<file path="src/rtl/uart_tx_arb.sv">
// uart_tx_arb: round-robin arbiter of two byte-stream requesters onto one uart_tx.
// A grant covers a whole frame, bounded by MAX_BURST bytes and HOLD_TO idle cycles.
module uart_tx_arb #(
  parameter int unsigned MAX_BURST = 16,
  parameter int unsigned HOLD_TO   = 1000
) (
  input  logic       sclk,
  input  logic       rst_n,
  input  logic       req0_valid,
  input  logic [7:0] req0_data,
  input  logic       req0_last,
  output logic       req0_ready,
  input  logic       req1_valid,
  input  logic [7:0] req1_data,
  input  logic       req1_last,
  output logic       req1_ready,
  input  logic       tx_busy,
  output logic       tx_start,
  output logic [7:0] tx_data,
  output logic [1:0] grant
);
  localparam logic [7:0]  BURST_MAX = 8'(MAX_BURST);
  localparam logic [15:0] HOLD_MAX  = 16'(HOLD_TO);

  typedef enum logic [2:0] {IDLE, SEND, WAIT_HI, WAIT_LO, HOLD} state_t;

  state_t      state_q, state_d;
  logic        ptr_q, ptr_d;        // 1: req1 has priority in IDLE
  logic [7:0]  burst_q, burst_d;
  logic [15:0] hold_q, hold_d;
  logic        last_q, last_d;
  logic [1:0]  grant_d;
  logic        tx_start_d;
  logic [7:0]  tx_data_d;
  logic        r0_d, r1_d;
  logic        pick, own, own_valid;
  logic        go_send, rel;

  assign pick      = req1_valid & (~req0_valid | ptr_q);
  assign own       = (state_q == IDLE) ? pick : grant[1];
  assign own_valid = own ? req1_valid : req0_valid;

  always_ff @(posedge sclk or negedge rst_n) begin
    if (!rst_n) begin
      state_q    <= IDLE;
      ptr_q      <= 1'b0;
      burst_q    <= '0;
      hold_q     <= '0;
      last_q     <= 1'b0;
      grant      <= '0;
      tx_start   <= 1'b0;
      tx_data    <= '0;
      req0_ready <= 1'b0;
      req1_ready <= 1'b0;
    end else begin
      state_q    <= state_d;
      ptr_q      <= ptr_d;
      burst_q    <= burst_d;
      hold_q     <= hold_d;
      last_q     <= last_d;
      grant      <= grant_d;
      tx_start   <= tx_start_d;
      tx_data    <= tx_data_d;
      req0_ready <= r0_d;
      req1_ready <= r1_d;
    end
  end

  always_comb begin
    state_d    = state_q;
    ptr_d      = ptr_q;
    burst_d    = burst_q;
    hold_d     = hold_q;
    last_d     = last_q;
    grant_d    = grant;
    tx_start_d = 1'b0;
    tx_data_d  = tx_data;
    r0_d       = 1'b0;
    r1_d       = 1'b0;
    go_send    = 1'b0;
    rel        = 1'b0;

    case (state_q)
      IDLE: begin
        if (!tx_busy && (req0_valid || req1_valid)) begin
          grant_d = pick ? 2'b10 : 2'b01;
          burst_d = '0;
          go_send = 1'b1;
        end
      end
      SEND:    state_d = WAIT_HI;
      WAIT_HI: if (tx_busy) state_d = WAIT_LO;
      WAIT_LO: begin
        if (!tx_busy) begin
          if (last_q || burst_q == BURST_MAX) begin
            rel = 1'b1;
          end else if (own_valid) begin
            go_send = 1'b1;
          end else begin
            state_d = HOLD;
            hold_d  = '0;
          end
        end
      end
      HOLD: begin
        if (own_valid) begin
          go_send = 1'b1;
        end else begin
          hold_d = hold_q + 16'd1;
          if (hold_q + 16'd1 == HOLD_MAX) rel = 1'b1;
        end
      end
      default: state_d = IDLE;
    endcase

    // SEND's outputs, last latch and burst count are registered on entry so they hold during SEND
    if (go_send) begin
      state_d    = SEND;
      tx_start_d = 1'b1;
      tx_data_d  = own ? req1_data : req0_data;
      last_d     = own ? req1_last : req0_last;
      r0_d       = ~own;
      r1_d       = own;
      burst_d    = burst_d + 8'd1;
    end

    if (rel) begin
      state_d = IDLE;
      grant_d = '0;
      ptr_d   = ~own;
    end
  end
endmodule
</file>
<file path="config.mk">
export PLATFORM = sky130hd
export DESIGN_NAME = uart_tx_arb
export DESIGN_NICKNAME = d
export VERILOG_FILES = /design/src/rtl/uart_tx_arb.sv
export SDC_FILE = /design/constraint.sdc
export NUM_CORES = 1
export LEC_CHECK = 0
export CAP_MARGIN = 15
export CORE_MARGIN = 4
export CORE_UTILIZATION = 48
export CTS_CLUSTER_DIAMETER = 100
export DETAILED_ROUTE_END_ITERATION = 7
export GPL_ROUTABILITY_DRIVEN = 0
export PLACE_DENSITY_LB_ADDON = 0.3
export SYNTH_ARGS = -nofsm -noshare
export SYNTH_HDL_FRONTEND = slang
export SYNTH_SLANG_ARGS = --single-unit
</file>
<file path="constraint.sdc">
create_clock -name sclk -period 2.3 [get_ports sclk]
set_input_delay 0.46 -clock sclk [delete_from_list [all_inputs] [get_ports sclk]]
set_output_delay 0.46 -clock sclk [all_outputs]
set_load 0.01 [all_outputs]
</file>
==> metrics.csv <==
metric;value;unit
crit_type;reg -> reg;
outcome;finished with violations;
dpl_worst_slack;-382;ps
rsz0062_at_grt;yes;
worstSetupEndpointType;register;
yosysTopAreaCellShare;46.1;%
initial_core_util;51.0;%
min-delay-path-class;in -> async;
die_w;76.9;µm
seqPwrFrac;40.6;%
tritoncts;built;
syn2layout_area_growth;38.1;%
num_antenna_cells;0;
grt_use_total;19.8;%
tightestPinTransition;482;ps
violations;negative setup slack;
drive_above_1_share;20.9;%
die_area;0.00592;mm²
required;2520;ps
swShare;31.0;%
p_leak;1.40;nW
fin_skew;11.7;ps
relSlewSlack;67.8;%
cts_hold_buf;0;
crit_arrival;2530;ps
grt_max_degree;19;
insertion_delay;300;ps
netlist_instances;250;
place_area;0.00299;mm²
final_nets;355;
core-area;0.00447;mm²
intPower;1.72;mW
clk_path_buf_depth;2;
avgSynthCellArea;9.12;µm²
power.density;792;mW/mm²
yosysMostFrequentCell;dfrtp_1;
holdWs;67.0;ps
root_buffer;clkbuf_8;
synthFlopType;dfrtp_1;
drv_slew;0;
ys_seq_elements;42;
drc_errors;0;
wl_per_cell;14.7;µm
synth.area.top_cells;dfrtp_1 (46%), o21ai_0 (5.9%), nor2_1 (4.9%);
synth-async-reset-ratio;100;%
numCtsBuffers;5;
tns;-4.85;ps
final.min_clock_period;2300;ps
stdcell_area;0.00315;mm²
syn_nets;275;
seq_area_frac_synth;46.1;%
dieHeight;76.9;µm
grt_pass1_wl;9450;µm
yosysTopAreaCell;dfrtp_1;
via_per_inst;5.60;
cts_htree_levels;2;
yosys-top-cells-count;dfrtp_1 (42), nor2_1 (30), o21ai_0 (27);
ys_warn_count;0;
rows;24;
drtPass1Iterations;4;
setup_viol;1;
power.switching;0.774;mW
post-route-period-util;100;%
grt_overflow;0;
synth_edf_count;0;
pwr-share-comb;35.4;%
io_buffers;35;
setup_ws;-4.85;ps
worst-path-max-fanout;2;
dpl.hpwl;4250;µm
clkTransAtPathRegs;80;ps
fmax;434;MHz
cap_viol_max_count;0;
io_pins;36;
cts_num_sinks;42;
antenna_found_initial;0;
via_count;2140;
yosysUniqueCellTypes;46;
hold_viol_final;0;
startpoint_type;register;
grt_pass1_vias;2104;
routed_wl;5630;µm
drtIter0Drc;197;
rr_worst_depth;7;
peakVddDrop;0.605;mV
clock_power_share;24.0;%
syn-cell-area;0.00228;mm²
design_power_total;2.49;mW
ant_nets;0;
==> final timing paths <==
kind,start,end,slack (ps)
setup reg to reg,hold_q[0],ptr_q,-5
max in group asynchronous,rst_n,tx_data[7],1700
hold reg to reg,hold_q[14],hold_q[14],510
hold / removal,rst_n,state_q[0],70
setup / recovery,hold_q[0],ptr_q,-5
min in group sclk,hold_q[14],hold_q[14],510
==> power by group through the flow <==
| stage | registers, mW | logic [mW] | clock network (mW) |
|---|---|---|---|
| 3_3_place_gp | 1.02 | 0.855 | 0 |
| 4_1_cts | 1.01 | 0.888 | 0.604 |
| 6_report | 1.01 | 0.883 | 0.598 |
| 2_1_floorplan | 1.05 | 0.390 | 0 |
| 5_1_grt | 1.03 | 0.974 | 0.637 |
| 3_5_place_dp | 1.02 | 0.874 | 0 |
==> cells in the final DEF (no fill, tap or decap), drive strengths merged, types with 4 or more instances in the layout <==
cell type      count
a21oi             20
and2               9
and3               4
buf               47
clkbuf             6
clkdlybuf4s50     34
dfrtp             42
inv                5
mux2i             11
nand2             23
nand3              6
nand4              4
nor2              30
nor3              10
o21ai             27
o31ai              7
xnor2              6
==> final cells by class <==
class	count	area [µm²]
Clock buffer	6	82.6
Tap cell	52	65.1
Sequential cell	42	1050
Fill cell	303	1330
Multi-Input combinational cell	195	1210
Inverter	5	18.8
Clock inverter	1	30.0
Timing Repair Buffer	81	691
==> metal layers <==
layer  part of all wire (%)  GRT usage, %  wire length [µm]
met5                      0             0                 0
met4                    2.1          8.70               120
met3                    5.9          4.33               335
met2                     47          32.8              2650
met1                     45          24.7              2530
==> critical path, stage by stage, from the launching register on <==
cell	delay, ps
dfrtp_1	400
ha_2	190
nand4_1	130
mux2i_1	220
a32oi_1	160
or4_4	520
or4b_4	530
o211ai_2	80
==> repair_timing <==
item | 4_1_cts | 5_1_grt
hold endpoints to repair | 0 | 0
endpoints found under the setup margin | 2 | 10
resized for setup | 6 | 3
cloned | 0 | 0
buffers inserted | 1 | 0
pin swaps | 3 | 0
==> registers in the layout, summed over array words and instances, names as in the netlist <==
register and count:
hold_q 16, ptr_q 1, req0_ready 1, tx_data 8
state_q 3, last_q 1, burst_q 8, grant 2
tx_start 1, req1_ready 1
==> stage by stage <==
step	util, %	instances
after floorplan	-	250
final	70.4	382
after detailed placement	66.9	374
after global routing	70.4	382
after global placement	66.9	374
after CTS	70.1	382
==> logic make-up (layout without fill, tap and decap cells) <==
kind of cell    Yosys count  in the layout  share of synthesized area (%)
mux                      12             12                           5.32
flops                    42             42                           46.1
fa+ha+maj                 2              2                           1.10
buf+inv                  13             93                           2.41
compound gates           66             66                           17.0
xor+xnor                  8              8                           3.07
simple gates            107            107                           25.0
Note: power is estimated with default switching activity, not from simulation.
